### src/rtl/pc_fetch_sequencer.sv
`default_nettype none
// ============================================================================
// Module      : pc_fetch_sequencer
// Description : Owns the 64-bit program counter and sequences instruction
//               fetch. Each fetch holds a request to instruction memory at
//               the current PC until it is accepted. The PC then advances
//               by 4, or moves to a branch target. Delivered words go to
//               decode together with their PC.
// Ports       : clk_i            - clock, rising edge
//               reset_i          - synchronous active-high reset
//               stall_i          - decode back-pressure, blocks new fetches
//               branch_taken_i   - redirect request, sampled every cycle
//               branch_target_i  - redirect address (low two bits cleared)
//               imem_req_o       - fetch request (high only while fetching)
//               imem_addr_o      - fetch address, always equal to pc
//               imem_ready_i     - memory completes the transaction this cycle
//               imem_rdata_i     - instruction word from memory
//               instr_valid_o    - one-cycle pulse, instr/instr_pc are valid
//               instr_o          - delivered instruction word
//               instr_pc_o       - PC of the delivered instruction
//               pc_o             - current PC register
//               align_err_o      - one-cycle pulse on a misaligned target
//               fetch_err_o      - sticky fetch timeout flag
// Revision    : 1.0 - initial release
// ============================================================================
module pc_fetch_sequencer #(
  parameter logic [63:0] RESET_PC = 64'h0,
  parameter int unsigned TIMEOUT  = 255
) (
  input  logic        clk_i,
  input  logic        reset_i,
  input  logic        stall_i,
  input  logic        branch_taken_i,
  input  logic [63:0] branch_target_i,
  output logic        imem_req_o,
  output logic [63:0] imem_addr_o,
  input  logic        imem_ready_i,
  input  logic [31:0] imem_rdata_i,
  output logic        instr_valid_o,
  output logic [31:0] instr_o,
  output logic [63:0] instr_pc_o,
  output logic [63:0] pc_o,
  output logic        align_err_o,
  output logic        fetch_err_o
);

  localparam logic [1:0] S_IDLE  = 2'd0;
  localparam logic [1:0] S_FETCH = 2'd1;
  localparam logic [1:0] S_STALL = 2'd2;
  localparam logic [1:0] S_ERROR = 2'd3;

  localparam logic [7:0] C_TIMEOUT = 8'(TIMEOUT);

  logic [1:0]  state_q, state_d;
  logic [63:0] pc_q, pc_d;
  logic [63:0] tgt_q, tgt_d;
  logic        squash_q, squash_d;
  logic [7:0]  wait_q, wait_d;
  logic        instr_valid_q, instr_valid_d;
  logic [31:0] instr_q, instr_d;
  logic [63:0] instr_pc_q, instr_pc_d;
  logic        align_err_q, align_err_d;

  logic        w_complete;
  logic [63:0] w_tgt_aligned;
  logic [7:0]  w_wait_inc;
  logic        w_timeout;

  assign w_complete    = (state_q == S_FETCH) && imem_ready_i;
  assign w_tgt_aligned = {branch_target_i[63:2], 2'b00};
  assign w_wait_inc    = wait_q + 8'd1;
  // The cycle that would bring the counter to TIMEOUT without ready is the
  // last cycle the request is allowed to stay outstanding.
  assign w_timeout     = (state_q == S_FETCH) && !imem_ready_i &&
                         (w_wait_inc == C_TIMEOUT);

  // --------------------------------------------------------------------------
  // FSM: state register
  // --------------------------------------------------------------------------
  always_ff @(posedge clk_i) begin
    if (reset_i) begin
      state_q <= S_IDLE;
    end else begin
      state_q <= state_d;
    end
  end

  // --------------------------------------------------------------------------
  // FSM: next-state logic
  // --------------------------------------------------------------------------
  always_comb begin
    state_d = state_q;
    case (state_q)
      S_IDLE:  state_d = stall_i ? S_STALL : S_FETCH;
      S_FETCH: begin
        if (w_complete) begin
          state_d = stall_i ? S_STALL : S_FETCH;
        end else if (w_timeout) begin
          state_d = S_ERROR;
        end
      end
      S_STALL: begin
        if (!stall_i) begin
          state_d = S_FETCH;
        end
      end
      default: state_d = S_ERROR;
    endcase
  end

  // --------------------------------------------------------------------------
  // FSM: outputs
  // --------------------------------------------------------------------------
  always_comb begin
    imem_req_o  = (state_q == S_FETCH);
    fetch_err_o = (state_q == S_ERROR);
  end

  // --------------------------------------------------------------------------
  // PC, redirect and delivery datapath
  // --------------------------------------------------------------------------
  always_comb begin
    pc_d          = pc_q;
    tgt_d         = tgt_q;
    squash_d      = squash_q;
    wait_d        = wait_q;
    instr_valid_d = 1'b0;
    instr_d       = instr_q;
    instr_pc_d    = instr_pc_q;
    align_err_d   = branch_taken_i && (branch_target_i[1:0] != 2'b00);

    if (w_complete) begin
      // A word fetched while a redirect is pending, or in the same cycle as
      // one, belongs to the wrong path and is dropped.
      if (!squash_q && !branch_taken_i) begin
        instr_valid_d = 1'b1;
        instr_d       = imem_rdata_i;
        instr_pc_d    = pc_q;
      end
      if (branch_taken_i) begin
        pc_d = w_tgt_aligned;
      end else if (squash_q) begin
        pc_d = tgt_q;
      end else begin
        pc_d = pc_q + 64'd4;
      end
      squash_d = 1'b0;
      wait_d   = 8'd0;
    end else if (state_q == S_FETCH) begin
      // Keep pc (and therefore imem_addr) stable while the request is open;
      // the redirect is applied when the transaction completes.
      if (branch_taken_i) begin
        tgt_d    = w_tgt_aligned;
        squash_d = 1'b1;
      end
      wait_d = w_wait_inc;
    end else begin
      if (branch_taken_i) begin
        pc_d = w_tgt_aligned;
      end
      if (state_d == S_FETCH) begin
        wait_d = 8'd0;
      end
    end
  end

  always_ff @(posedge clk_i) begin
    if (reset_i) begin
      pc_q          <= RESET_PC;
      tgt_q         <= 64'd0;
      squash_q      <= 1'b0;
      wait_q        <= 8'd0;
      instr_valid_q <= 1'b0;
      instr_q       <= 32'd0;
      instr_pc_q    <= 64'd0;
      align_err_q   <= 1'b0;
    end else begin
      pc_q          <= pc_d;
      tgt_q         <= tgt_d;
      squash_q      <= squash_d;
      wait_q        <= wait_d;
      instr_valid_q <= instr_valid_d;
      instr_q       <= instr_d;
      instr_pc_q    <= instr_pc_d;
      align_err_q   <= align_err_d;
    end
  end

  assign imem_addr_o   = pc_q;
  assign pc_o          = pc_q;
  assign instr_valid_o = instr_valid_q;
  assign instr_o       = instr_q;
  assign instr_pc_o    = instr_pc_q;
  assign align_err_o   = align_err_q;

endmodule
`default_nettype wire

### config.mk
export PLATFORM = sky130hd
export DESIGN_NAME = pc_fetch_sequencer
export DESIGN_NICKNAME = d
export VERILOG_FILES = /design/src/rtl/pc_fetch_sequencer.sv
export SDC_FILE = /design/constraint.sdc
export NUM_CORES = 1
export LEC_CHECK = 0
export ABC_AREA = 1
export CAP_MARGIN = 30
export CORE_MARGIN = 4
export CORE_UTILIZATION = 45
export CTS_BUF_LIST = sky130_fd_sc_hd__clkbuf_4 sky130_fd_sc_hd__clkbuf_8
export DETAILED_ROUTE_END_ITERATION = 12
export GPL_TIMING_DRIVEN = 1
export PLACE_DENSITY = 0.83
export SLEW_MARGIN = 5
export SYNTH_ARGS = -nofsm -noshare
export SYNTH_HDL_FRONTEND = slang
export SYNTH_SLANG_ARGS = --single-unit
### constraint.sdc
create_clock -name clk_i -period 2.05 [get_ports clk_i]
set_input_delay 0.5125 -clock clk_i [delete_from_list [all_inputs] [get_ports clk_i]]
set_output_delay 0.5125 -clock clk_i [all_outputs]
set_load 0.05 [all_outputs]
* Yosys cells after proc, flatten, opt, wreduce, memory -nomap -nowiden *
Index checks and enable logic that the tools add are counted.

word-level totals
  input bits = 101
  flip-flop bits (word level) = 235
  latch bits = 0
  bits in writable memories = 0
  output and inout bits = 228
  memory bits (read-only) = 0
  word-level logic and storage cells = 49
  memories = 0

cells by class
  shift-type cells = 0
  reduce and logical (&&, ||, !) cells = 18
  equal/unequal tests = 6
  add/subtract/negate cells = 2
  order comparisons = 0
  divide/modulo/power cells = 0
  $mul = 0
  mux-type cells = 13
  bitwise logic cells = 1

operators with widths
  cell                                                                     count
  64-bit 2-to-1 mux                                                        5
  64-bit by 3-bit adder with 64-bit output, second input constant          1
  8-bit 2-to-1 mux                                                         2
  8-bit by 1-bit adder with 8-bit output, second input constant            1
  8-bit == test, second input constant                                     1
  2-bit 2-to-1 mux                                                         4
  2-bit one-hot mux with 3 select lines                                    1
  2-bit AND reduction                                                      3
  2-bit nonzero test                                                       3
  1-bit logical AND                                                        5
  2-bit by 1-bit == test with 1-bit output, second input constant          2
  2-bit == test, second input constant                                     2
  2-bit OR reduction                                                       2
  1-bit zero test                                                          3
  3-bit AND reduction                                                      1
  2-bit zero test                                                          1
  2-bit by 1-bit inequality test with 1-bit output, second input constant  1
  1-bit 2-to-1 mux                                                         1
  1-bit NOT                                                                1

* Depth between registers and ports, before layout *
  depth in word-level cells = 9
  gate-level depth with buffers = 12
  depth with buffers taken out = 12

* Least setup slack after synthesis *
OpenSTA, ideal clock, no wires.

  path kind = register -> register
  from = reg pc_q[3], in the netlist imem_addr_o[3]
  to = reg pc_q[46], in the netlist imem_addr_o[46]
  arrival = 1987 ps
  period minus slack after synthesis = 2095 ps
  path slack = -45 ps
  buffers on the path = 0
  data required time = 1941 ps
  library setup time = 109 ps
  stages on the path, launching flop included = 13
  cells stage by stage = dfxtp_1 -> ha_1 -> inv_1 -> nor2_1 -> nand2_4 -> nor2_8 -> nand2_8 -> nor2_8 -> nand2_1 -> nand2_1 -> nand3_1 -> nand2_1 -> inv_1

between the ends
  word-level cells in the longest chain between the ends = 4

RTL lines
  what                                      RTL line  text
  start, declared                           55        logic [63:0] pc_q, pc_d;
  start signal, assigned                    178       pc_q <= pc_d;
  64-bit by 3-bit adder with 64-bit output  145       pc_d = pc_q + 64'd4;
  64-bit 2-to-1 mux                         142       end else if (squash_q) begin
  64-bit 2-to-1 mux                         140       if (branch_taken_i) begin
  64-bit 2-to-1 mux                         132       if (w_complete) begin

No other way between the ends.
A chain may end at the register's enable or synchronous reset.

* Final worst setup path *
  from = reg state_q[0]
  to = out imem_req_o

between the ends
  word-level cells in the longest chain between the ends = 1

RTL lines
  what                                      RTL line  text
  start, declared                           54        logic [1:0] state_q, state_d;
  start signal, assigned                    84        state_q <= state_d;
  2-bit by 1-bit == test with 1-bit output  115       imem_req_o = (state_q == S_FETCH);
  end, declared                             35        output logic imem_req_o,

No other way between the ends.

==> summary.txt <==
Run status
  – Status: complete, no violations

Power and ir drop
  – Pwr Density: 755 nW/µm²
  – Sw frac: 34.1%
  – P_leak: 7.48 nW
  – Comb power frac: 24.5%
  – Psw: 4.18 mW
  – Clock share of power: 35.1%
  – Flop pwr share: 40.4%
  – Cell Int Power: 8.09 mW
  – VDD IR max: 0.000499 V

Clock tree
  – Setup bufs post-CTS: 0
  – Cts bufs inserted: 40
  – Clk Latency, worst-skew pair: 0.55 ns
  – CTS max path bufs: 3
  – Max H-tree Level: 2
  – Hold_buf cts: 0
  – Clock root buffer: clkbuf_8
  – CTS clk-pin slew, worst paths: 0.06 ns
  – # resized after CTS: 31
  – CTS tree: built
  – Clock sinks: 231

Worst setup path
  – Crit. End Element: output port
  – CP Class: register to output port
  – Critical path's largest stage delay: 0.37 ns
  – CP Cell Sequence: inv_2 > nor2_4 > buf_6 > buf_12
  – Startpoint types: register
  – Crit-path slowest cell: dfxtp_1
  – Worst path arrival time: 1.47 ns
  – WP data required: 1.54 ns
  – Worst-path maximum fanout: 8

GRT
  – Antenna violations before repair: 6
  – Gr ovfl total: 0
  – First-pass GRT wire length: 67600 µm
  – Largest net degree at the start of global routing: 60
  – Vias in the first global route: 12600
  – Total GRT Usage: 28.4%

Detailed routing
  – Antenna-violating nets left: 0
  – DR vias/cell: 5.38
  – Wirelength per Cell: 17.6 µm
  – Final Routed Wirelength: 44000 µm
  – 1st-pass router iterations: 6
  – DR vias: 13400
  – DRT iter0 DRCs: 1282
  – DRC: 0

Placed design
  – Post-Place Setup Slack: -0.281 ns
  – Gpl congestion: 0.966
  – Port bufs: 322
  – Placed insts: 2422
  – DP HPWL: 32800 µm

Layout
  – Post-Layout Cell Count: 2493
  – Synthesis-to-finish area growth: 34.2%
  – Filler cells: 2337
  – NumNets Final: 2233
  – Share of cells above drive strength 1: 20.4%
  – Register area: 4630 µm²
  – Area occupied by multi-input gates: 5600 µm²

Timing
  – Layout Skew: 0.0212 ns
  – Tightest slew margin relative to the limit: 51.8%
  – Fin worst setup slack: 0.0670 ns
  – Worst hold margin: 0.428 ns
  – Final Setup Violations: 0
  – Worst Tran Pin Value: 0.722 ns
  – Fin crit period: 1.98 ns
  – Final hold violation count: 0
  – FMAX: 504 MHz
  – Slew Viols, Final: 0
  – Tcrit/Tclk final: 96.7%

Logic synthesis
  – Top_reg_cell synth: dfxtp_1
  – Mapped Cells: 1807
  – Number of synthesis warnings: 0
  – Async set or reset register ratio after synthesis: 0%
  – Seq/Total Area, Yosys: 38.2%
  – Syn avg cell area: 6.71 µm²
  – Synth Cell Area: 12100 µm²
  – Yosys reg bits: 231
  – Post-synth EDFFs: 0
  – Yosys cell types: 38

Floorplan
  – Core area: 26300 µm²
  – Ports: 329
  – Die ar.: 29600 µm²
  – FP Rows: 59
  – Starting density of the core: 46.1%
  – Die height: 172 µm
  – Die span in x: 172 µm

Hold path
  – Hold Crit Class: input port to register

Flow run
  – Max Cap Viol: 0
## flip-flops by register name, indices dropped and copies added, names as in the netlist
signal and count:
align_err_o 1, imem_addr_o 62, instr_o 32, instr_pc_o 62, instr_valid_o 1, squash_q 1
state_q 2, tgt_q 62, wait_q 8
## Yosys cell counts (all sizes together) (3+ instances only)
library cell,n,area (µm²)
or2,3,18.8
ha,3,37.5
a31oi,4,25.0
xor2,9,78.8
o21ai,229,1160
clkbuf,49,185
nor3,31,155
nand3b,19,143
nand4,34,213
nand2,263,1050
nand3,86,435
a211oi,18,135
buf,109,741
nor2,265,1170
a21oi,173,866
o22ai,3,18.8
inv,271,1020
dfxtp,231,4620
## cell families after synthesis
| logic type | synth area share, % |
|---|---|
| flops | 38.2 |
| xor+xnor | 0.650 |
| compound gates | 18.4 |
| simple gates | 26.4 |
| other cells | 0.0309 |
| buf+inv | 16.0 |
| fa+ha+maj | 0.310 |
## worst max-delay path, delay by kind of cell (launching register included)
| family | cells | cell delay, ns |
|---|---|---|
| buffers and inverters | 3 | 0.39 |
| flip-flops | 1 | 0.37 |
| AND/OR/NAND/NOR | 1 | 0.18 |
## power groups by stage
stage / sequential [mW] / clock [mW] / combinational (mW)
floorplan: 5.63 / 0 / 1.37
CTS: 4.95 / 4.37 / 2.98
global route: 4.98 / 4.58 / 3.19
detailed placement: 5.04 / 0 / 2.99
global placement: 5.03 / 0 / 2.95
finish: 4.96 / 4.31 / 3.01
## cells in the final DEF, fill, tap and decap left out, types with 3 or more instances in the layout
| master | netlist | layout |
|---|---|---|
| buf_4 | 72 | 281 |
| inv_1 | 258 | 257 |
| nand2_1 | 250 | 249 |
| nor2_1 | 239 | 235 |
| dfxtp_1 | 231 | 227 |
| a21oi_1 | 173 | 173 |
| o21ai_0 | 169 | 169 |
| clkdlybuf4s50_1 | 0 | 98 |
| nand3_1 | 85 | 85 |
| o21ai_1 | 59 | 59 |
| clkbuf_8 | 0 | 46 |
| nand4_1 | 34 | 34 |
| nor3_1 | 31 | 31 |
| dlygate4sd2_1 | 0 | 31 |
| buf_12 | 0 | 20 |
| nand3b_1 | 19 | 19 |
| a211oi_1 | 18 | 18 |
| inv_2 | 13 | 13 |
| nor2_2 | 12 | 13 |
| nor2_4 | 9 | 12 |
| clkbuf_4 | 0 | 12 |
| nand2_2 | 9 | 10 |
| xor2_1 | 9 | 9 |
| clkinv_2 | 0 | 8 |
| conb_1 | 1 | 6 |
| nor2_8 | 5 | 5 |
| a31oi_1 | 4 | 4 |
| dfxtp_2 | 0 | 4 |
| nand2_4 | 3 | 3 |
| o22ai_1 | 3 | 3 |
| ha_1 | 3 | 3 |
## cell type report
class	instances	share of cell area [%]
Multi-Input combinational cell	1152	34.4
Inverter	271	6.27
Sequential cell	231	28.5
Clock inverter	11	0.523
Tap cell	335	2.58
Timing Repair Buffer	433	23.3
Antenna cell	2	0.0308
Clock buffer	58	4.45
## stage by stage
| stage | power [mW] | utilization, % | cell area (µm²) | setup TNS (ns) |
|---|---|---|---|---|
| final | 12.3 | 61.9 | 16300 | 0 |
| after global routing | 12.8 | 61.9 | 16300 | -0.0552 |
| after CTS | 12.3 | 61.7 | 16200 | 0 |
| after detailed placement | 8.03 | 58.8 | 15500 | -10.62 |
| after global placement | 7.98 | 58.8 | 15500 | -3.17 |
| after floorplan | 7.00 | - | 12100 | 0 |
## layer usage
layer | part of all wire, % | global-route usage [%] | wire, µm | vias up
li1 | - | - | - | 6383
met1 | 40 | 36.4 | 17400 | 6128
met2 | 45 | 45.3 | 20000 | 765
met3 | 10 | 7.22 | 4580 | 140
met4 | 4.3 | 12.7 | 1910 | 8
met5 | 0.13 | 0 | 55 | -
## final timing paths
path / slack [ns] / cells after the start / startpoint / endpoint
max: 0.07 / 4 / state_q[0] / imem_req_o
max reg2reg: 0.11 / 11 / imem_addr_o[13] / imem_addr_o[62]
min: 0.43 / 3 / branch_taken_i / align_err_o
min reg2reg: 0.44 / 2 / tgt_q[55] / tgt_q[55]
No activity file was read; power rests on OpenSTA's default activity.
